--- src/rtl/loader_pkg.sv ---
// Shared state encoding and default sizing for the program loader.
package loader_pkg;

    localparam int LOADER_DEPTH = 256;

    typedef enum logic [1:0] {
        IDLE = 2'd0,
        LOAD = 2'd1,
        DONE = 2'd2
    } loader_state_t;

endpackage

--- src/rtl/strobe_edge.sv ---
// Rising-edge detector for the byte strobe: a held-high level yields one pulse.
module strobe_edge (
    input  logic clk,
    input  logic reset,
    input  logic level,
    output logic pulse
);

    logic w_q;

    always_ff @(posedge clk) begin
        if (reset) begin
            w_q <= 1'b0;
        end else begin
            w_q <= level;
        end
    end

    assign pulse = level & ~w_q;

endmodule

--- src/rtl/program_loader.sv ---
// Byte-serial program loader: writes strobed bytes into program memory while holding the CPU in reset.
// Optional LOADER_CHECKSUM_EN adds a running mod-256 checksum output of accepted bytes.
module program_loader
    import loader_pkg::*;
#(
    parameter int ADDR_W = $clog2(LOADER_DEPTH)
) (
    input  logic              clk,
    input  logic              reset,
    input  logic              load_en,
    input  logic              program_write,
    input  logic [7:0]        program_cmd,
    output logic [ADDR_W-1:0] mem_address,
    output logic [7:0]        mem_data,
    output logic              mem_write,
    output logic              cpu_reset,
    output logic [ADDR_W:0]   load_count,
    output logic              full,
    output logic              overflow
`ifdef LOADER_CHECKSUM_EN
    ,
    output logic [7:0]        checksum
`endif
);

    localparam logic [ADDR_W:0] FULL_COUNT = {1'b1, {ADDR_W{1'b0}}};

    loader_state_t     state_q, state_d;
    logic [ADDR_W-1:0] ptr_q, ptr_d;
    logic [ADDR_W:0]   count_q, count_d;
    logic              full_q, full_d;
    logic              ovf_q, ovf_d;
    logic              mw_q, mw_d;
    logic [7:0]        md_q, md_d;
    logic [ADDR_W-1:0] ma_q, ma_d;
    logic              strobe;
`ifdef LOADER_CHECKSUM_EN
    logic [7:0]        cks_q, cks_d;
`endif

    strobe_edge u_strobe_edge (
        .clk   (clk),
        .reset (reset),
        .level (program_write),
        .pulse (strobe)
    );

    always_ff @(posedge clk) begin
        if (reset) begin
            state_q <= IDLE;
        end else begin
            state_q <= state_d;
        end
    end

    always_comb begin
        state_d = state_q;
        ptr_d   = ptr_q;
        count_d = count_q;
        full_d  = full_q;
        ovf_d   = ovf_q;
        mw_d    = 1'b0;
        md_d    = md_q;
        ma_d    = ma_q;
`ifdef LOADER_CHECKSUM_EN
        cks_d   = cks_q;
`endif
        case (state_q)
            IDLE: begin
                if (load_en) begin
                    state_d = LOAD;
                    ptr_d   = '0;
                    count_d = '0;
                    full_d  = 1'b0;
                    ovf_d   = 1'b0;
`ifdef LOADER_CHECKSUM_EN
                    cks_d   = 8'h00;
`endif
                end
            end
            LOAD: begin
                if (!load_en) begin
                    state_d = DONE;
                end
                // A strobe coinciding with load_en falling is dropped on purpose.
                if (strobe && load_en && !full_q) begin
                    mw_d    = 1'b1;
                    md_d    = program_cmd;
                    ma_d    = ptr_q;
                    ptr_d   = ptr_q + 1'b1;
                    count_d = count_q + 1'b1;
                    full_d  = ((count_q + 1'b1) == FULL_COUNT);
`ifdef LOADER_CHECKSUM_EN
                    cks_d   = cks_q + program_cmd;
`endif
                end else if (strobe && full_q) begin
                    ovf_d = 1'b1;
                end
            end
            DONE: begin
                state_d = IDLE;
            end
            default: begin
                state_d = IDLE;
            end
        endcase
    end

    always_ff @(posedge clk) begin
        if (reset) begin
            ptr_q   <= '0;
            count_q <= '0;
            full_q  <= 1'b0;
            ovf_q   <= 1'b0;
            mw_q    <= 1'b0;
            md_q    <= 8'h00;
            ma_q    <= '0;
`ifdef LOADER_CHECKSUM_EN
            cks_q   <= 8'h00;
`endif
        end else begin
            ptr_q   <= ptr_d;
            count_q <= count_d;
            full_q  <= full_d;
            ovf_q   <= ovf_d;
            mw_q    <= mw_d;
            md_q    <= md_d;
            ma_q    <= ma_d;
`ifdef LOADER_CHECKSUM_EN
            cks_q   <= cks_d;
`endif
        end
    end

    // Reset gates the write strobe and cpu_reset at once so an abort never lands a pending write.
    assign mem_write   = mw_q & ~reset;
    assign cpu_reset   = ~reset & ((state_q != IDLE) | mw_q);
    assign mem_address = ma_q;
    assign mem_data    = md_q;
    assign load_count  = count_q;
    assign full        = full_q;
    assign overflow    = ovf_q;
`ifdef LOADER_CHECKSUM_EN
    assign checksum    = cks_q;
`endif

endmodule

--- config.mk ---
export PLATFORM = sky130hd
export DESIGN_NAME = program_loader
export DESIGN_NICKNAME = d
export VERILOG_FILES = /design/src/rtl/loader_pkg.sv /design/src/rtl/strobe_edge.sv /design/src/rtl/program_loader.sv
export SDC_FILE = /design/constraint.sdc
export NUM_CORES = 1
export LEC_CHECK = 0
export CORE_UTILIZATION = 48
export DETAILED_ROUTE_END_ITERATION = 12
export HOLD_SLACK_MARGIN = 0.06
export MAX_ROUTING_LAYER = met4
export PLACE_DENSITY = 0.81
export SYNTH_ARGS = -nofsm -noshare
export SYNTH_HDL_FRONTEND = slang
export SYNTH_SLANG_ARGS = --single-unit
--- constraint.sdc ---
create_clock -name clk -period 2.45 [get_ports clk]
set_input_delay 0.6125 -clock clk [delete_from_list [all_inputs] [get_ports clk]]
set_output_delay 0.6125 -clock clk [all_outputs]
set_load 0.01 [all_outputs]
==> Word level (Yosys, flattened, before mapping) <==
Cells that the tools add are included.
{ "totals": {"regBits": 39, "inputBits": 12, "output_inout_bits": 29, "wordCells": 53} }
{ "op_classes": {"addsub": 2, "n_eq_ne": 7, "n_mux": 16, "bitwise_logic": 7, "n_reduce_logical": 12} }
{ "ops": {"columns": ["operator", "count"], "rows": [
  ["two-way mux 9 bit", 2],
  ["case mux 9 bit (2 select lines)", 1],
  ["two-way mux 8 bit", 2],
  ["case mux 8 bit (2 select lines)", 1],
  ["!= test 2 bit, second input constant", 5],
  ["adder 9 x 1 -> 9 bit, second input constant", 1],
  ["== test 9 bit, second input constant", 1],
  ["adder 8 x 1 -> 8 bit, second input constant", 1],
  ["two-way mux 1 bit", 5],
  ["two-way mux 2 bit", 2],
  ["case mux 1 bit (2 select lines)", 2],
  ["case mux 2 bit (2 select lines)", 1],
  ["AND reduction 2 bit", 2],
  ["AND reduction 4 bit", 1],
  ["nonzero test 2 bit", 2],
  ["AND 1 bit", 3],
  ["logical AND 1 bit", 3],
  ["NOT 1 bit", 3],
  ["AND reduction 3 bit", 1],
  ["== test 2 x 1 -> 1 bit, second input constant", 1],
  ["zero test 2 bit", 1],
  ["OR reduction 2 bit", 1],
  ["zero test 1 bit", 1],
  ["OR 1 bit", 1]
]} }

==> Logic depth before layout (Yosys ltp) <==
Gate-level depths: netlist (run 1).
{ "depth": {"depth_word": 6, "mapped_depth": 6, "depth_no_buf": 5} }

==> Cells and area by module <==
From an unflattened synthesis (run 1), not the netlist that was laid out.
{ "hier_totals": {"hier_cells": 209, "hier_area_um2": 1726.7} }
{ "by_module_without_submodules": {"columns": ["module", "instances", "cells_each", "area_per_inst_um2", "seq_area_each_um2"], "rows": [
  ["program_loader", 1, 206, 1679.1, 760.7],
  ["strobe_edge", 1, 3, 47.5, 20.0]
]} }

==> Least setup slack after synthesis (run 1) <==
No wires, ideal clock.
{ "synth_timing": {"kind": "input port to flip-flop", "start": "in program_write", "end": "reg ptr_q[7]", "setup_ns": 0.072, "arrival_time_ns": 2.161, "setup_slack_ns": 0.217, "cell_stages": 5, "n_path_buf": 1, "cell_sequence": "or3b_1 > buf_2 > a2111o_1 > or4_1 > a21oi_1"} }
{ "synth_via": {"elab_chain_cells": 5} }
{ "synth_rtl": {"columns": ["item", "line", "rtl"], "rows": [
  ["start, declared", "program_loader.sv:11", "input logic program_write,"],
  ["AND 1 bit", "strobe_edge.sv:19", "assign pulse = level & ~w_q;"],
  ["logical AND 1 bit (2 in a row)", "program_loader.sv:86", "if (strobe && load_en && !full_q) begin"],
  ["!= test 2 bit (no line)", null, null],
  ["AND reduction 3 bit (no line)", null, null],
  ["end signal, assigned", "program_loader.sv:122", "ptr_q <= ptr_d;"],
  ["end, declared", "program_loader.sv:29", "logic [ADDR_W-1:0] ptr_q, ptr_d;"]
]} }
Every way passes these cells.
A chain may end at the register's enable or synchronous reset.

==> Final worst setup path (run 1) <==
{ "layout_timing": {"start": "in reset", "end": "out mem_write"} }
{ "layout_via": {"elab_chain_cells": 2} }
{ "layout_rtl": {"columns": ["item", "line", "rtl"], "rows": [
  ["start, declared", "program_loader.sv:9", "input logic reset,"],
  ["NOT 1 bit", "program_loader.sv:136", "assign mem_write = mw_q & ~reset;"],
  ["AND 1 bit", "program_loader.sv:136", null],
  ["end, declared", "program_loader.sv:15", "output logic mem_write,"]
]} }
Every way passes these cells.

==> implementation parameters, run 1 <==
Parameter                              Value

Logic synthesis
  Seq/Total Area, Yosys    0.484
  Proportion of netlist area held by the largest area contributor    0.484
  Register bit count reported by yosys    39
  Proportion of synthesized flip-flops having asynchronous set or reset    0
  Cell area after synthesis    1610 um2
  Most used DFF post-synth    dfxtp_1
  Total number of yosys warnings    0
  Number of distinct standard cells referenced by the synthesized netlist    37
  Post-synthesis cell count    193
  Number of enable flip-flop cells after synthesis    0
  Number of nets produced by synthesis    a little over 200
  Library cell occupying the most area in the post-synthesis netlist    dfxtp_1
  Mean Syn Cell Area    ~8.3 um2
  Dominant cells by area after synthesis    dfxtp_1 48%, a21oi_1 8.7%, nand2_1 8.6%

Worst setup path
  Kind of launch point of the worst setup path    input pin
  CP max FO    3
  Worst reg2reg path depth    5
  Worst EP arrival    approximately 1700 ps
  Setup slack of the worst register-to-register path    520 ps
  Ordered list of cells on the worst path    clkdlybuf4s50_1, nor2b_1, clkdlybuf4s50_1
  Worst path most repeated cell    clkdlybuf4s50_1
  Crit. End Element    output port
  Kind of cell adding the most delay to the critical path    buffers and inverters
  Critical register-to-register path startpoint    full
  Delay of the slowest cell on the worst path    530 ps
  R2r endpoint    ptr_q[5]
  Number of buffers and inverters on the critical path    2
  Slowest cell on the critical path    clkdlybuf4s50_1
  Required time of the worst setup path    around 1800 ps
  WS Path Type    in -> out

Finish
  Net count of the finished layout    257
  Area growth from synthesis to layout    34.7%
  Fraction of the core area covered by cells at the end of the flow    0.694
  Diodes inserted    0
  Ratio of cells with drive above 1 in the final layout    0.0826

Clock tree
  Number of buffers inserted by post-CTS setup repair    0
  Depth of the CTS H-tree    2
  Clock Sinks    39
  Later-pin clock latency in the skew report    about 350 ps
  Number of buffers on the longest clock path    2
  Clock-pin slew reported for the worst setup and hold paths after clock tree synthesis    100 ps
  Inserted Clock Buffers    5
  Count of cells resized by post-cts repair    0
  Quantity of hold-fixing buffers added after cts    0
  Root buffer cell    clkbuf_4
  TritonCTS clock tree    yes

Route
  DR pass1 iterations    4
  Total via count after detailed routing    between 1500 and 2000
  First-iteration detailed-routing DRC count    44
  Number of vias per cell    5.50
  Sum of routed wire length over all layers    3690 um
  Detailed-route wire length per cell    12.9 um
  Post-route ant nets    0
  Total DRC errors in the routed layout    0

STA
  Setup WS post-layout    101 ps
  Worst slew pin tran    492 ps
  RSZ-0062 raised after global routing    false
  Max-slew headroom    0.663
  Number of setup violations in the final report    0
  Skew final    4.74 ps
  Post-route clock period utilization    0.959
  Final critical-path required period    2350 ps
  Highest clock frequency the design can meet    0.426 GHz
  Slew Limit Fails    0
  Final count of hold timing violations    0

Place
  Final estimated routing congestion in global placement    between 0.8 and 0.9
  Setup Slack @ Placement    -183 ps
  Half-perimeter wire length after placement    around 2600 um
  Number of buffers added on ports    40

Global route
  Pin count of the biggest net entering global routing    29
  Final global-route overflow total    0
  Number of antenna violations at the first check in global routing    0
  All-layer global routing usage    0.240
  Via count of the first global-routing pass    1373
  First-pass GRT wire length    6040 um

Power
  Pwr/cell area    474 nW/um2
  Leak Pwr    0.753 nW
  Max VDD drop    around 0.27 mV

Worst hold path
  Start point of the worst hold path    overflow
  Class of the tightest hold or removal check    reg -> reg
  Hold Crit Depth    2
  Endpoint of the worst hold path    overflow

Die
  Horizontal die dimension    59.9 um
  Die Y-Extent    59.9 um
  Initial core utilization    0.515
  Die area    3590 um2
  Number of I/O pins    41
  Total number of placement rows    20
  Core area    3130 um2

Run
  Max cap viols    0

Outcome
  Status    finished, final reports clean
[per-stage QoR]
step	setup TNS (ps)	hold slack (ps)	cell area, um2	std cells	total power, mW
2_1_floorplan	0	440	1610	193	0.698
4_1_cts	0	450	2170	286	1.04
6_report	0	450	2170	286	1.03
3_3_place_gp	-272	432	2130	280	0.747
5_1_grt	0	479	2170	286	1.08
3_5_place_dp	-394	435	2130	280	0.747
[flip-flops by register name, indices dropped and copies added, names as in the netlist]
register           count
load_count             9
state_q                2
full                   1
u_strobe_edge.w_q      1
mem_data               8
mw_q                   1
ptr_q                  8
mem_address            8
overflow               1
[worst max path at each step]
stage | from | endpoint | slack [ps] | cells after the start
floorplan | program_write | ptr_q[7] | 220 | 5
global placement | program_write | ptr_q[7] | -150 | 5
detailed placement | program_write | ptr_q[5] | -180 | 6
CTS | reset | mem_write | 90 | 3
global route | reset | cpu_reset | 80 | 3
finish | reset | mem_write | 100 | 3
[final cells by class]
type,count,area [um2]
fill,265,957
sequential,39,781
multi-input combinational,139,773
timing repair buffer,54,505
tap,44,55.1
clock buffer,6,41.3
inverter,4,15.0
[synthesized netlist by cell type, types with 3 or more instances]
cell / instances
nand2_1: 37
nor2b_1: 3
a211oi_1: 6
nor3_1: 5
nor2_1: 13
a21oi_1: 28
o21ai_0: 5
xnor2_1: 3
dfxtp_1: 39
inv_1: 4
nand3_1: 6
clkbuf_1: 9
[logic make-up (layout without fill, tap and decap cells)]
kind of cell / count (synthesis) / in the layout / share of synthesized area
XOR/XNOR: 4 / 4 / 0.0217
AND/OR/NAND/NOR: 77 / 77 / 0.220
adder cells (fa/ha/maj): 2 / 2 / 0.0155
buffers and inverters: 15 / 64 / 0.0357
AO/OA/AOI/OAI: 56 / 56 / 0.222
flip-flops: 39 / 39 / 0.484
[where the power goes]
part	total (mW)	leakage [nW]	internal (mW)	switching, mW
Clock	0.296	0.0242	0.102	0.194
Combinational	0.0863	0.414	0.0445	0.0418
Sequential	0.647	0.315	0.640	0.00703
Total	1.03	0.753	0.786	0.243
[worst min-delay path, stage by stage (launching register included)]
cell and delay, ps:
dfxtp_1 320, inv_1 40, a21oi_1 50
[layout by cell type (no fill, tap or decap), drive strengths merged, types with 2 or more instances in the layout]
| cell type | instances |
|---|---|
| a211oi | 6 |
| a21oi | 28 |
| a32o | 2 |
| a41oi | 2 |
| and3 | 2 |
| buf | 14 |
| clkbuf | 6 |
| clkdlybuf4s50 | 40 |
| dfxtp | 39 |
| ha | 2 |
| inv | 4 |
| nand2 | 37 |
| nand2b | 2 |
| nand3 | 6 |
| nand4 | 2 |
| nor2 | 13 |
| nor2b | 3 |
| nor3 | 5 |
| o211a | 2 |
| o21a | 2 |
| o21ai | 6 |
| o31ai | 2 |
| or4 | 2 |
| xnor2 | 3 |
[metal layers]
layer  GRT usage  routed length (um)
met1       0.300                1700
met2       0.360                1730
met3      0.0649                 185
met4       0.110                  72
met5           -                   0
No activity file was read; power rests on OpenSTA's default activity.
==> run 2, diff against run 1 <==
Settings changed: CORE_MARGIN set to 2.
==> run 2 against run 1 <==
Net effect: utilization fell by 3.0 points; sequential power about the same; critical path depth stayed put; clock skew is 3.1 ps higher; total power is 3.7% higher; non-clock buffer count is 3 lower; die area is 6.8% higher; critical path type unchanged; largest cell class unchanged; highest routed layer unchanged.
==> implementation parameters, run 2 (synthesis results as in run 1) <==
Parameter                              Value

Worst setup path
  Slowest cell on the critical path    clkdlybuf4s50_1
  Kind of launch point of the worst setup path    input pin
  Delay of the slowest cell on the worst path    540 ps (about the same)
  Worst EP arrival    1750 ps (about the same)
  WS Path Type    in -> out
  CP max FO    4 (+1)
  Ordered list of cells on the worst path    clkdlybuf4s50_1, nor2b_1, clkdlybuf4s50_1
  Worst path most repeated cell    clkdlybuf4s50_1
  Required time of the worst setup path    1840 ps (about the same)
  Crit. End Element    output port

Global route
  First-pass GRT wire length    5700 um (-5.6%)
  Global routing usage on met2    0.338 (-0.0225)
  Global-route met1 utilization    0.253 (-0.0464)
  Via count of the first global-routing pass    1207 (-12%)
  Top Usage Layer GRT    met2
  Final global-route overflow total    0 (unchanged)
  Pin count of the biggest net entering global routing    33 (+14%)
  Global-route met3 utilization    0.0497 (-0.0152)
  All-layer global routing usage    0.212 (-0.0281)
  Number of antenna violations at the first check in global routing    0 (unchanged)

Clock tree
  Later-pin clock latency in the skew report    360 ps (about the same)
  Depth of the CTS H-tree    2 (unchanged)
  Number of buffers on the longest clock path    2 (unchanged)
  Inserted Clock Buffers    5 (unchanged)
  TritonCTS clock tree    yes
  Quantity of hold-fixing buffers added after cts    0 (unchanged)
  Clock-pin slew reported for the worst setup and hold paths after clock tree synthesis    110 ps (about the same)
  Root buffer cell    clkbuf_4
  Clock Sinks    39 (unchanged)
  Count of cells resized by post-cts repair    0 (unchanged)
  Number of buffers inserted by post-CTS setup repair    0 (unchanged)

Route
  Total via count after detailed routing    1522 (-3.2%)
  Number of vias per cell    5.30 (-3.6%)
  DR pass1 iterations    4 (unchanged)
  Total DRC errors in the routed layout    0 (unchanged)
  Detailed-route wire length per cell    13.2 um (+2.5%)
  Sum of routed wire length over all layers    3800 um (+2.9%)
  First-iteration detailed-routing DRC count    38 (-14%)
  Post-route ant nets    0 (unchanged)

STA
  Highest clock frequency the design can meet    0.423 GHz (-0.61%)
  RSZ-0062 raised after global routing    false
  Slew Limit Fails    0 (unchanged)
  Worst slew pin tran    480 ps (-12.5 ps)
  Skew final    7.88 ps (+3.15 ps)
  Number of setup violations in the final report    0 (unchanged)
  Final count of hold timing violations    0 (unchanged)
  Final critical-path required period    2360 ps (+14.5 ps)
  Max-slew headroom    0.672 (+0.00858)
  Post-route clock period utilization    0.964 (+0.00591)
  Worst hold margin    457 ps (+7.17 ps)

Finish
  Commonest non-fill, non-tap cells in the layout    40 x clkdlybuf4s50_1, 39 x dfxtp_1, 37 x nand2_1
  Diodes inserted    0 (unchanged)
  Net count of the finished layout    254 (-1.2%)
  Max reg flops    9 (unchanged)
  Final instance area    2180 um2 (+0.40%)
  Area growth from synthesis to layout    35.2%
  Fraction of the core area covered by cells at the end of the flow    0.664 (-0.0304)
  Most frequent standard cell in the layout excluding fill and tap cells    clkdlybuf4s50_1
  Ratio of cells with drive above 1 in the final layout    0.0830 (+0.000343)

Place
  Final estimated routing congestion in global placement    0.768 (-6.4%)
  Placement-stage cell area    2120 um2 (-0.35%)
  Number of buffers added on ports    40 (unchanged)
  Half-perimeter wire length after placement    2700 um (+3.9%)

Die
  Core area    3280 um2 (+5.0%)
  Total number of placement rows    21 (+5.0%)
  Die Y-Extent    61.9 um (+3.3%)
  Number of I/O pins    41 (unchanged)
  Die area    3840 um2 (+6.8%)
  Horizontal die dimension    61.9 um (+3.3%)
  Initial core utilization    0.491 (-0.0245)

Power
  Power Total    1.07 mW (+3.7%)
  Max VDD drop    0.370 mV (+38%)
  Leak Pwr    0.743 nW (-1.3%)
  Pwr/cell area    490 nW/um2 (+3.3%)

Worst hold path
  Class of the tightest hold or removal check    reg -> reg

Run
  Max cap viols    0 (unchanged)

Outcome
  Status    finished, final reports clean
[run 2: cell types whose count changed in the layout (fill, tap and decap cells not counted)]
cell        change
buf_12          +1
buf_4           -4
clkbuf_1        -1
clkinvlp_4      +2
clkinv_2        +1
[run 2: where the power goes]
group / switching, mW / internal [mW] / total (mW)
sequential: 0.00468 / 0.640 / 0.645
combinational: 0.0445 / 0.0450 / 0.0895
clock: 0.224 / 0.109 / 0.333
[run 2: per-layer routing]
layer / routed length, um / vias to the layer above
met5: 0 / -
met4: 70 / 0
met3: 142 / 8
met2: 1860 / 27
met1: 1720 / 709
li1: - / 778
[run 2: path summary, 6_finish.rpt]
check / cells past startpoint / from / slack (ps) / endpoint
worst max-delay path: 3 / reset / 90 / mem_write
worst min-delay path: 2 / overflow / 460 / overflow
worst max register to register: 4 / full / 550 / ptr_q[7]
worst min register to register: 2 / overflow / 460 / overflow
[run 2: through the flow]
stage	instances	TNS (ps)	setup slack, ps
after floorplan	193	0	217
after global placement	279	-300	-156
after detailed placement	279	-359	-173
after CTS	287	0	82.8
after global routing	287	0	9.73
final	287	0	87.0
[run 2: critical path, delay by kind of cell]
family	cells	cell delay, ps
buffers and inverters	2	1000
AND/OR/NAND/NOR	1	130
[run 2: cell type report]
type	instances	area, um2
clock buffer	5	37.5
clock inverter	3	20.0
fill	291	1100
inverter	4	15.0
multi-input combinational	139	773
sequential	39	781
tap	46	57.6
timing repair buffer	51	495
